--- config.mk ---
export PLATFORM = sky130hd
export DESIGN_NAME = load_store_sequencer_flat
export DESIGN_NICKNAME = d
export VERILOG_FILES = /design/src/rtl/load_store_sequencer_if.sv /design/src/rtl/load_store_sequencer.sv /design/src/flat_wrapper.sv
export SDC_FILE = /design/constraint.sdc
export NUM_CORES = 1
export LEC_CHECK = 0
export ABC_AREA = 1
export BUFFER_PORTS_ARGS = -buffer_cell sky130_fd_sc_hd__buf_2
export CAP_MARGIN = 20
export CORE_ASPECT_RATIO = 0.6
export CORE_MARGIN = 2
export CORE_UTILIZATION = 31
export CTS_CLUSTER_DIAMETER = 150
export DETAILED_ROUTE_END_ITERATION = 6
export HOLD_SLACK_MARGIN = 0.03
export PLACE_DENSITY = 0.64
export SLEW_MARGIN = 30
export SYNTH_ARGS = -nofsm -noshare
export SYNTH_HDL_FRONTEND = slang
export SYNTH_SLANG_ARGS = --single-unit
export TNS_END_PERCENT = 50
--- constraint.sdc ---
create_clock -name clk -period 3.85 [get_ports clk]
set_clock_uncertainty 0.05 [all_clocks]
set_input_delay 0.5775 -clock clk [delete_from_list [all_inputs] [get_ports clk]]
set_output_delay 0.5775 -clock clk [all_outputs]
set_load 0.01 [all_outputs]
--- src/rtl/load_store_sequencer_if.sv ---
// Data-memory bus between the load/store sequencer (master) and the memory side (slave).
// Word-aligned request with a single ready handshake that also returns read data.
interface load_store_sequencer_if #(
  parameter int unsigned ADDR_WIDTH = 32
);
  logic                  bus_req;
  logic                  bus_we;
  logic [ADDR_WIDTH-1:0] bus_addr;
  logic [3:0]            bus_wstrb;
  logic [31:0]           bus_wdata;
  logic                  bus_ready;
  logic [31:0]           bus_rdata;

  modport master (
    output bus_req, bus_we, bus_addr, bus_wstrb, bus_wdata,
    input  bus_ready, bus_rdata
  );

  modport slave (
    input  bus_req, bus_we, bus_addr, bus_wstrb, bus_wdata,
    output bus_ready, bus_rdata
  );
endinterface

--- src/rtl/load_store_sequencer.sv ---
// Load/store sequencer: runs one word-aligned data-memory transaction per decoded
// load/store, stalls the pipeline meanwhile and returns extended load data.
module load_store_sequencer #(
  parameter int unsigned TIMEOUT_CYCLES = 255,
  parameter int unsigned ADDR_WIDTH     = 32
) (
  input  logic                  clk,
  input  logic                  rst,
  input  logic                  i_start,
  input  logic                  i_mem_read,
  input  logic                  i_mem_write,
  input  logic [1:0]            i_mem_size,
  input  logic                  i_mem_unsigned,
  input  logic [ADDR_WIDTH-1:0] i_addr,
  input  logic [31:0]           i_store_data,
  input  logic [4:0]            i_rd_addr,
  output logic                  o_stall,
  output logic                  o_done,
  output logic [31:0]           o_load_data,
  output logic                  o_wb_en,
  output logic [4:0]            o_wb_rd_addr,
  output logic                  o_misaligned,
  output logic                  o_bus_error,
  load_store_sequencer_if.master bus
);

  localparam int unsigned CNT_W = 16;

  localparam logic [1:0] SZ_BYTE = 2'd0;
  localparam logic [1:0] SZ_HALF = 2'd1;
  localparam logic [1:0] SZ_WORD = 2'd2;

  localparam logic [1:0] S_IDLE   = 2'd0;
  localparam logic [1:0] S_ACCESS = 2'd1;
  localparam logic [1:0] S_FAULT  = 2'd2;

  // FSM state and latched operation
  logic [1:0]       r_state;
  logic [CNT_W-1:0] r_cnt;
  logic             r_is_load;
  logic [1:0]       r_size;
  logic             r_unsigned;
  logic [1:0]       r_off;
  logic [4:0]       r_rd;

  // Registered outputs
  logic                  r_done;
  logic [31:0]           r_load_data;
  logic                  r_wb_en;
  logic [4:0]            r_wb_rd_addr;
  logic                  r_misaligned;
  logic                  r_bus_error;
  logic                  r_bus_req;
  logic                  r_bus_we;
  logic [ADDR_WIDTH-1:0] r_bus_addr;
  logic [3:0]            r_bus_wstrb;
  logic [31:0]           r_bus_wdata;

  // Next-state values
  logic [1:0]            w_state_nxt;
  logic [CNT_W-1:0]      w_cnt_nxt;
  logic                  w_is_load_nxt;
  logic [1:0]            w_size_nxt;
  logic                  w_unsigned_nxt;
  logic [1:0]            w_off_nxt;
  logic [4:0]            w_rd_nxt;
  logic                  w_done_nxt;
  logic [31:0]           w_load_data_nxt;
  logic                  w_wb_en_nxt;
  logic [4:0]            w_wb_rd_addr_nxt;
  logic                  w_misaligned_nxt;
  logic                  w_bus_error_nxt;
  logic                  w_bus_req_nxt;
  logic                  w_bus_we_nxt;
  logic [ADDR_WIDTH-1:0] w_bus_addr_nxt;
  logic [3:0]            w_bus_wstrb_nxt;
  logic [31:0]           w_bus_wdata_nxt;

  logic        w_valid_op;
  logic        w_misalign;
  logic [3:0]  w_lane_strb;
  logic [31:0] w_lane_data;
  logic [7:0]  w_rbyte;
  logic [15:0] w_rhalf;
  logic [31:0] w_rext;

  assign w_valid_op = i_start & (i_mem_read | i_mem_write);
  assign w_misalign = (i_mem_size == 2'd3)
                    | ((i_mem_size == SZ_HALF) & i_addr[0])
                    | ((i_mem_size == SZ_WORD) & (i_addr[1:0] != 2'b00));

  assign o_stall = ((r_state == S_IDLE) & w_valid_op) | (r_state != S_IDLE);

  // Store lane replication and byte enables from the incoming op
  always_comb begin
    w_lane_strb = 4'b1111;
    w_lane_data = i_store_data;
    case (i_mem_size)
      SZ_BYTE: begin
        w_lane_strb = 4'b0001 << i_addr[1:0];
        w_lane_data = {4{i_store_data[7:0]}};
      end
      SZ_HALF: begin
        w_lane_strb = 4'b0011 << {i_addr[1], 1'b0};
        w_lane_data = {2{i_store_data[15:0]}};
      end
      default: ;
    endcase
  end

  // Load lane extraction and sign/zero extension from the latched op
  always_comb begin
    w_rbyte = bus.bus_rdata[{r_off, 3'b000} +: 8];
    w_rhalf = bus.bus_rdata[{r_off[1], 4'b0000} +: 16];
    w_rext  = bus.bus_rdata;
    case (r_size)
      SZ_BYTE: w_rext = r_unsigned ? {24'd0, w_rbyte} : {{24{w_rbyte[7]}}, w_rbyte};
      SZ_HALF: w_rext = r_unsigned ? {16'd0, w_rhalf} : {{16{w_rhalf[15]}}, w_rhalf};
      default: ;
    endcase
  end

  // Next-state and next-output logic
  always_comb begin
    w_state_nxt      = r_state;
    w_cnt_nxt        = r_cnt;
    w_is_load_nxt    = r_is_load;
    w_size_nxt       = r_size;
    w_unsigned_nxt   = r_unsigned;
    w_off_nxt        = r_off;
    w_rd_nxt         = r_rd;
    w_done_nxt       = 1'b0;
    w_load_data_nxt  = 32'd0;
    w_wb_en_nxt      = 1'b0;
    w_wb_rd_addr_nxt = 5'd0;
    w_misaligned_nxt = 1'b0;
    w_bus_error_nxt  = 1'b0;
    w_bus_req_nxt    = r_bus_req;
    w_bus_we_nxt     = r_bus_we;
    w_bus_addr_nxt   = r_bus_addr;
    w_bus_wstrb_nxt  = r_bus_wstrb;
    w_bus_wdata_nxt  = r_bus_wdata;

    case (r_state)
      S_IDLE: begin
        if (w_valid_op) begin
          w_is_load_nxt  = ~i_mem_write;
          w_size_nxt     = i_mem_size;
          w_unsigned_nxt = i_mem_unsigned;
          w_off_nxt      = i_addr[1:0];
          w_rd_nxt       = i_rd_addr;
          w_cnt_nxt      = '0;
          if (w_misalign) begin
            w_state_nxt = S_FAULT;
          end else begin
            w_state_nxt     = S_ACCESS;
            w_bus_req_nxt   = 1'b1;
            w_bus_we_nxt    = i_mem_write;
            w_bus_addr_nxt  = {i_addr[ADDR_WIDTH-1:2], 2'b00};
            w_bus_wstrb_nxt = i_mem_write ? w_lane_strb : 4'b0000;
            w_bus_wdata_nxt = i_mem_write ? w_lane_data : 32'd0;
          end
        end
      end
      S_ACCESS: begin
        if (bus.bus_ready || (r_cnt == CNT_W'(TIMEOUT_CYCLES - 1))) begin
          w_state_nxt      = S_IDLE;
          w_done_nxt       = 1'b1;
          w_wb_rd_addr_nxt = r_rd;
          w_bus_req_nxt    = 1'b0;
          w_bus_we_nxt     = 1'b0;
          w_bus_addr_nxt   = '0;
          w_bus_wstrb_nxt  = 4'b0000;
          w_bus_wdata_nxt  = 32'd0;
          // A ready in the final allowed cycle still completes normally
          if (bus.bus_ready) begin
            w_load_data_nxt = r_is_load ? w_rext : 32'd0;
            w_wb_en_nxt     = r_is_load & (r_rd != 5'd0);
          end else begin
            w_bus_error_nxt = 1'b1;
          end
        end else begin
          w_cnt_nxt = r_cnt + CNT_W'(1);
        end
      end
      S_FAULT: begin
        w_state_nxt      = S_IDLE;
        w_done_nxt       = 1'b1;
        w_misaligned_nxt = 1'b1;
        w_wb_rd_addr_nxt = r_rd;
      end
      default: w_state_nxt = S_IDLE;
    endcase
  end

  // State and output registers
  always_ff @(posedge clk) begin
    if (rst) begin
      r_state      <= S_IDLE;
      r_cnt        <= '0;
      r_is_load    <= 1'b0;
      r_size       <= 2'd0;
      r_unsigned   <= 1'b0;
      r_off        <= 2'd0;
      r_rd         <= 5'd0;
      r_done       <= 1'b0;
      r_load_data  <= 32'd0;
      r_wb_en      <= 1'b0;
      r_wb_rd_addr <= 5'd0;
      r_misaligned <= 1'b0;
      r_bus_error  <= 1'b0;
      r_bus_req    <= 1'b0;
      r_bus_we     <= 1'b0;
      r_bus_addr   <= '0;
      r_bus_wstrb  <= 4'b0000;
      r_bus_wdata  <= 32'd0;
    end else begin
      r_state      <= w_state_nxt;
      r_cnt        <= w_cnt_nxt;
      r_is_load    <= w_is_load_nxt;
      r_size       <= w_size_nxt;
      r_unsigned   <= w_unsigned_nxt;
      r_off        <= w_off_nxt;
      r_rd         <= w_rd_nxt;
      r_done       <= w_done_nxt;
      r_load_data  <= w_load_data_nxt;
      r_wb_en      <= w_wb_en_nxt;
      r_wb_rd_addr <= w_wb_rd_addr_nxt;
      r_misaligned <= w_misaligned_nxt;
      r_bus_error  <= w_bus_error_nxt;
      r_bus_req    <= w_bus_req_nxt;
      r_bus_we     <= w_bus_we_nxt;
      r_bus_addr   <= w_bus_addr_nxt;
      r_bus_wstrb  <= w_bus_wstrb_nxt;
      r_bus_wdata  <= w_bus_wdata_nxt;
    end
  end

  assign o_done         = r_done;
  assign o_load_data    = r_load_data;
  assign o_wb_en        = r_wb_en;
  assign o_wb_rd_addr   = r_wb_rd_addr;
  assign o_misaligned   = r_misaligned;
  assign o_bus_error    = r_bus_error;
  assign bus.bus_req    = r_bus_req;
  assign bus.bus_we     = r_bus_we;
  assign bus.bus_addr   = r_bus_addr;
  assign bus.bus_wstrb  = r_bus_wstrb;
  assign bus.bus_wdata  = r_bus_wdata;

endmodule

--- src/flat_wrapper.sv ---
// flat-port wrapper written by rule: the top's interface ports become plain ports
module load_store_sequencer_flat 
#(
  parameter int unsigned TIMEOUT_CYCLES = 255,
  parameter int unsigned ADDR_WIDTH     = 32
)
  (clk, rst, i_start, i_mem_read, i_mem_write, i_mem_size, i_mem_unsigned, i_addr, i_store_data, i_rd_addr, o_stall, o_done, o_load_data, o_wb_en, o_wb_rd_addr, o_misaligned, o_bus_error, bus_bus_req, bus_bus_we, bus_bus_addr, bus_bus_wstrb, bus_bus_wdata, bus_bus_ready, bus_bus_rdata);
  load_store_sequencer_if #(.ADDR_WIDTH(ADDR_WIDTH)) bus_i ();
  input  logic clk;
  input  logic rst;
  input  logic i_start;
  input  logic i_mem_read;
  input  logic i_mem_write;
  input  logic [1:0] i_mem_size;
  input  logic i_mem_unsigned;
  input  logic [ADDR_WIDTH-1:0] i_addr;
  input  logic [31:0] i_store_data;
  input  logic [4:0] i_rd_addr;
  output logic o_stall;
  output logic o_done;
  output logic [31:0] o_load_data;
  output logic o_wb_en;
  output logic [4:0] o_wb_rd_addr;
  output logic o_misaligned;
  output logic o_bus_error;
  output wire logic [$bits(bus_i.bus_req)-1:0] bus_bus_req;
  output wire logic [$bits(bus_i.bus_we)-1:0] bus_bus_we;
  output wire logic [$bits(bus_i.bus_addr)-1:0] bus_bus_addr;
  output wire logic [$bits(bus_i.bus_wstrb)-1:0] bus_bus_wstrb;
  output wire logic [$bits(bus_i.bus_wdata)-1:0] bus_bus_wdata;
  input wire logic [$bits(bus_i.bus_ready)-1:0] bus_bus_ready;
  input wire logic [$bits(bus_i.bus_rdata)-1:0] bus_bus_rdata;
  assign bus_bus_req = bus_i.bus_req;
  assign bus_bus_we = bus_i.bus_we;
  assign bus_bus_addr = bus_i.bus_addr;
  assign bus_bus_wstrb = bus_i.bus_wstrb;
  assign bus_bus_wdata = bus_i.bus_wdata;
  assign bus_i.bus_ready = bus_bus_ready;
  assign bus_i.bus_rdata = bus_bus_rdata;
  load_store_sequencer #(.TIMEOUT_CYCLES(TIMEOUT_CYCLES), .ADDR_WIDTH(ADDR_WIDTH)) u_core (.clk(clk), .rst(rst), .i_start(i_start), .i_mem_read(i_mem_read), .i_mem_write(i_mem_write), .i_mem_size(i_mem_size), .i_mem_unsigned(i_mem_unsigned), .i_addr(i_addr), .i_store_data(i_store_data), .i_rd_addr(i_rd_addr), .o_stall(o_stall), .o_done(o_done), .o_load_data(o_load_data), .o_wb_en(o_wb_en), .o_wb_rd_addr(o_wb_rd_addr), .o_misaligned(o_misaligned), .o_bus_error(o_bus_error), .bus(bus_i));
endmodule
# Word level (Yosys, flattened, before mapping)
# Index checks and enable logic that the tools add are counted.
dict set report word_totals {
  ff_bits 140
  word_cells 101
  output_inout_bits 112
}
dict set report op_classes {
  bitwise 14
  shifts 4
  muxes 38
  n_reduce_logical 15
  n_eq_ne 11
  n_addsub 1
}
# operator count
set ops {}
lappend ops {{$mux W32} 8}
lappend ops {{$pmux W32 S2} 4}
lappend ops {{$mux W16} 2}
lappend ops {{$pmux W16 S2} 1}
lappend ops {{$shiftx A32 B6 Y16} 1}
lappend ops {{$shiftx A32 B6 Y8} 1}
lappend ops {{$add A16 B1 Y16 const B} 1}
lappend ops {{$eq A16 B8 Y1 const B} 1}
lappend ops {{$mux W4} 4}
lappend ops {{$pmux W4 S2} 2}
lappend ops {{$pmux W5 S2} 1}
lappend ops {{$mux W1} 8}
lappend ops {{$eq A2 B1 Y1 const B} 3}
lappend ops {{$eq A2 B2 Y1 const B} 3}
lappend ops {{$logic_not A2 Y1} 3}
lappend ops {{$mux W2} 3}
lappend ops {{$pmux W1 S2} 3}
lappend ops {{$reduce_bool A2 Y1} 3}
lappend ops {{$and A1 B1 Y1} 5}
lappend ops {{$mux W5} 1}
lappend ops {{$not A1 Y1} 5}
lappend ops {{$reduce_bool A5 Y1} 1}
lappend ops {{$reduce_or A5 Y1} 1}
lappend ops {{$ne A2 B1 Y1 const B} 2}
lappend ops {{11 further kinds} 16}

# Depth between registers and ports, before layout
dict set report depth {
  ltp_word 7
  depth_mapped 13
  mapped_depth_nobuf 12
}

# Least setup slack after synthesis
# Ideal clock, no wire load.
dict set report synth_path {
  path_type {input -> register}
  start {input port i_mem_size[1]}
  end {register u_core.r_bus_wdata[6] (netlist: u_core.bus.bus_wdata[6])}
  setup_slack_ps 2073
  n_path_buf 3
  t_arrival_ps 1613
  stages 11
  required_time_ps 3686
  path_cell_list {buf_2 -> inv_1 -> o21ai_1 -> nand3_1 -> nand2_2 -> inv_2 -> nand2_4 -> buf_6 -> buf_2 -> a21oi_1 -> nor2_1}
}
dict set report synth_between {
  elab_chain_cells 6
  elab_cells_between_ends 9
  cone_classes {eq/ne: 4; bitwise: 4; reduce/logical: 1}
}
# element line_no
set synth_rtl {}
lappend synth_rtl {{from (decl)} flat_wrapper.sv:14} ;# input logic [1:0] i_mem_size;
lappend synth_rtl {{$eq A2 B1 Y1} load_store_sequencer.sv:89} ;# | ((i_mem_size == SZ_HALF) & i_addr[0])
lappend synth_rtl {{$and A1 B1 Y1} load_store_sequencer.sv:89}
lappend synth_rtl {{$or A1 B1 Y1} load_store_sequencer.sv:89}
lappend synth_rtl {{$or A1 B1 Y1 (*)} load_store_sequencer.sv:90} ;# | ((i_mem_size == SZ_WORD) & (i_addr[1:0] != 2'b00));
lappend synth_rtl {{$ne A2 B2 Y1 (no line) (*)} n/a}
lappend synth_rtl {{$reduce_and A4 Y1 (no line) (*)} n/a}
lappend synth_rtl {{to (signal assigned)} load_store_sequencer.sv:235} ;# r_bus_wdata <= w_bus_wdata_nxt;
lappend synth_rtl {{to (decl)} load_store_sequencer.sv:57} ;# logic [31:0] r_bus_wdata;
# Mark *: on every way between the ends. The rest lies on a longest branch, timed or not.
# A chain may end at the register's enable or synchronous reset.

# Final worst setup path
dict set report layout_path {
  start {register u_core.r_state[1]}
  end {register u_core.r_bus_wdata[26] (netlist: u_core.bus.bus_wdata[26])}
}
dict set report layout_between {
  elab_chain_cells 3
  elab_cells_between_ends 8
  cone_classes {eq/ne: 4; mux: 1; reduce/logical: 3}
}
# element line_no
set layout_rtl {}
lappend layout_rtl {{from (decl)} load_store_sequencer.sv:38} ;# logic [1:0] r_state;
lappend layout_rtl {{from (signal assigned)} load_store_sequencer.sv:218} ;# r_state <= w_state_nxt;
lappend layout_rtl {{$eq A2 B1 Y1 / $logic_not A2 Y1 (equally long branches)} load_store_sequencer.sv:144} ;# case (r_state)
lappend layout_rtl {{$ne A2 B1 Y1 (no line) (tied with other cells)} n/a}
lappend layout_rtl {{$reduce_and A4 Y1 (no line)} n/a}
# Parallel ways exist; a longest one is shown, timed or not.

==> implementation parameters <==
Parameter                              Value

Routing
  Vias per Instance ... around 4.6
  Number of design-rule violations left by the first detailed-router iteration ... between 300 and 400
  Per-cell routed wire length ... 14.1 um
  Total DRC errors in the routed layout ... 0
  Vias after detailed routing ... approximately 6,700
  1st-pass router iterations ... 5
  Antenna viol nets, final ... 0
  Final wirelength ... between 20,000 and 25,000 um

Timing
  RSZ-0062 raised after global routing ... false
  Final critical path time including I/O delays and setup ... between 2 and 3 ns
  Slew Limit Fails ... 0
  Worst hold margin ... between 0.3 and 0.4 ns
  Max-slew headroom at the worst pin ... 0.432
  Setup_tns ... 0 ns
  Transition at the pin with the smallest max-transition slack ... ~0.85 ns
  Final setup violation count ... 0
  Final count of hold timing violations ... 0
  Upper clock frequency limit ... 0.348 GHz
  Post-route clock period utilization ... 0.746

Synthesis
  Yosys Warn Count ... 0
  Dominant synthesized flop cell ... dfxtp_1
  Parity-gate share of the synthesized area counting xor and xnor cells ... 0.00408
  Yosys reg bits ... between 100 and 150
  Post-synthesis adder-cell area fraction ... 0.00970
  Unique cell type count in the Yosys netlist ... 35
  Part of the Yosys area used for sequential elements ... 0.429
  Combinational family with the most area after synthesis ... simple AND/OR/NAND/NOR gates
  EDFF count, synth ... 0
  Number of instances in the synthesized netlist ... between 900 and 1,000
  Avg Synthesized Cell Area ... between 6 and 7 um2
  Post-synthesis mux area share ... 0.0109
  Post-synth design cell area ... around 6400 um2
  Complex-gate fraction of the synthesized area ... 0.131
  Share of async-settable or async-resettable flops after synthesis ... 0
  Area share of and/or/nand/nor cells after synthesis ... 0.306

Status
  Status ... completed

Placement
  Sum of net half-perimeters after detailed placement ... between 10,000 and 15,000 um
  Weighted congestion reported at the end of routability-driven placement ... between 0.8 and 0.9
  IO Port Bufs ... between 200 and 250

Floorplanning
  Die outline width ... 190 um
  Count of pins on the block boundary ... 222
  Starting density of the core ... 0.319
  Placement row count ... 40
  Die height ... 116 um
  Area of the die ... 22,000 um2
  Core outline area ... roughly 20,000 um2

Hold path
  Hold Path Stages ... 3
  Beginning of the worst hold path ... i_addr[13]
  Type of the worst min-delay path ... input pin to flip-flop
  End point of the most critical hold path ... u_core.bus.bus_addr[13]

CTS
  CTS tree ... built
  Number of buffers added by the clock tree synthesis step ... 17
  Total number of H-tree levels ... 4
  Largest buffer count on any clock path ... 2
  Clk pin slew, worst setup/hold paths ... about 0.06 ns
  Post-CTS setup buffer count ... 0
  Clk sink count ... ~140
  Resize count post-CTS ... 0
  Root buf cell ... clkbuf_16
  Clock latency at the later pin of the worst-skew pair ... ~0.43 ns
  Hold buffer count at CTS ... 0

Pwr
  Peak supply drop ... 312 uV
  Power after layout ... 4020 uW
  Leakage power summed over all cells ... 0.00420 uW
  Power Dens Cells ... between 400 and 500 nW/um2

Critical path
  Kind of end point of the critical path ... flip-flop
  R2R depth ... 10
  Worst Setup Path Type ... flip-flop to flip-flop
  Register-to-Register Setup Slack ... 0.98 ns
  Largest fanout on the critical path ... between 60 and 70
  Launching element type of the critical path ... flip-flop
  Critical path data required time ... 4.12 ns
  Arrival @ worst endpoint ... around 3.2 ns
  Reg-to-reg critical path endpoint ... u_core.bus.bus_wdata[26]
  Worst reg2reg startpoint ... u_core.r_state[1]

Finish
  Syn-to-layout area delta ... 28.8%
  Layout Nets ... about 1,300
  Share of layout cells above drive strength 1 ... 0.234
  Filler Cell Count ... 2,141

Global route
  Global routing usage summed across all routing layers ... 0.188
  Via count of the first global-routing pass ... roughly 6,000
  Number of antenna violations at the first check in global routing ... 8
  First-pass GRT wire length ... about 32,000 um
  Pin count of the biggest net entering global routing ... 66
  GRT overflow ... 0

Job
  Number of max-cap violations ... 0
## cells in the final DEF, fill, tap and decap left out, drive strengths merged, types with 3 or more instances in the layout
master | Yosys | final
o21bai | 5 | 5
clkinv | 1 | 9
clkbuf | 24 | 18
nand4 | 4 | 4
o21ai | 49 | 49
nor2 | 183 | 183
dfxtp | 138 | 138
nand2 | 245 | 245
nand3 | 33 | 33
mux2i | 7 | 7
nor3 | 16 | 16
ha | 5 | 5
o221ai | 7 | 7
a31oi | 8 | 8
inv | 118 | 120
diode | 0 | 3
a21oi | 84 | 84
and2 | 7 | 7
buf | 27 | 228
## per-stage QoR
stage | worst slack [ns] | instance area (um2) | util | cells
3_3_place_gp | 1.08 | 7710 | 0.381 | 1421
6_report | 0.978 | 8310 | 0.411 | 1456
5_1_grt | 0.717 | 8300 | 0.411 | 1455
2_1_floorplan | 2.07 | 6450 | - | 971
3_5_place_dp | 1.00 | 7710 | 0.381 | 1421
4_1_cts | 0.986 | 8300 | 0.410 | 1453
## worst max-delay path, cell delays in order, from the launching register on
cell,delay [ns]
dfxtp_1,0.31
inv_1,0.09
ha_1,0.45
inv_2,0.11
o21ai_4,0.41
nand2_2,0.11
inv_2,0.11
nand2_4,0.37
buf_4,0.46
a21oi_1,0.19
nor2_1,0.05
## how the worst max path moves through the flow
stage / from / cells past startpoint / slack [ns] / to
global route: u_core.r_state[1] / 10 / 0.72 / u_core.bus.bus_wdata[29]
global placement: u_core.r_state[1] / 10 / 1.08 / u_core.bus.bus_addr[20]
CTS: u_core.r_state[1] / 10 / 0.99 / u_core.bus.bus_addr[23]
finish: u_core.r_state[1] / 10 / 0.98 / u_core.bus.bus_wdata[26]
floorplan: i_mem_size[1] / 11 / 2.07 / u_core.bus.bus_wdata[6]
detailed placement: u_core.r_state[1] / 10 / 1.00 / u_core.bus.bus_addr[23]
## metal layers
metal / up-vias / share of wire / GRT usage / routed length [um]
met5: - / 0.0021 / 0 / 44
li1: 3414 / - / - / -
met3: 18 / 0.11 / 0.0806 / 2180
met4: 6 / 0.0089 / 0.0496 / 182
met1: 2983 / 0.48 / 0.250 / 9760
met2: 266 / 0.41 / 0.278 / 8340
## layout make-up
cell class	instances	area (um2)	area share
Antenna cell	3	7.51	0.000904
Timing Repair Buffer	228	1180	0.142
Multi-Input combinational cell	663	2980	0.359
Clock inverter	14	148	0.0178
Inverter	119	447	0.0538
Clock buffer	18	439	0.0529
Sequential cell	138	2760	0.333
Tap cell	273	342	0.0411
## registers in the layout, summed over array words and instances (netlist names), 2 cells and up
register / flops
u_core.r_off: 2
u_core.o_wb_rd_addr: 5
u_core.r_size: 2
u_core.bus.bus_addr: 30
u_core.r_rd: 5
u_core.bus.bus_wstrb: 4
u_core.r_cnt: 16
u_core.bus.bus_wdata: 32
u_core.r_state: 2
u_core.o_load_data: 32
## where the power goes
part / internal, uW / switching [uW]
clock: 972 / 673
sequential: 1540 / 63.7
combinational: 280 / 494
## kinds of logic (layout without fill, tap and decap cells)
kind of cell | Yosys count | in the layout
DFF | 138 | 138
and+or+nand+nor | 491 | 491
buffers and inverters | 170 | 379
other | 1 | 5
xor gates and xnor gates | 3 | 3
AOI/OAI and AO/OA | 155 | 155
adders and majority gates | 5 | 5
muxes | 7 | 7
## cell usage after synthesis (2+ instances only)
| cell type | instances | area, um2 |
|---|---|---|
| buf_4 | 8 | 60.1 |
| nand3_1 | 30 | 150 |
| a31oi_1 | 8 | 50.1 |
| nand2_1 | 241 | 905 |
| nor3_1 | 16 | 80.1 |
| nor2_1 | 183 | 687 |
| buf_6 | 2 | 22.5 |
| and2_1 | 7 | 43.8 |
| dfxtp_1 | 138 | 2760 |
| o21ai_0 | 40 | 200 |
| nand4_1 | 4 | 25.0 |
| nand3_2 | 3 | 30.0 |
| xor2_1 | 2 | 17.5 |
| clkbuf_1 | 24 | 90.1 |
| inv_2 | 6 | 22.5 |
| mux2i_1 | 7 | 70.1 |
| nand2_2 | 3 | 18.8 |
| inv_1 | 112 | 420 |
| o21ai_1 | 8 | 40.0 |
| o221ai_1 | 7 | 61.3 |
| o21bai_1 | 5 | 37.5 |
| buf_2 | 16 | 80.1 |
| a21oi_1 | 84 | 420 |
| ha_1 | 5 | 62.6 |
(Power assumes the default switching activity.)
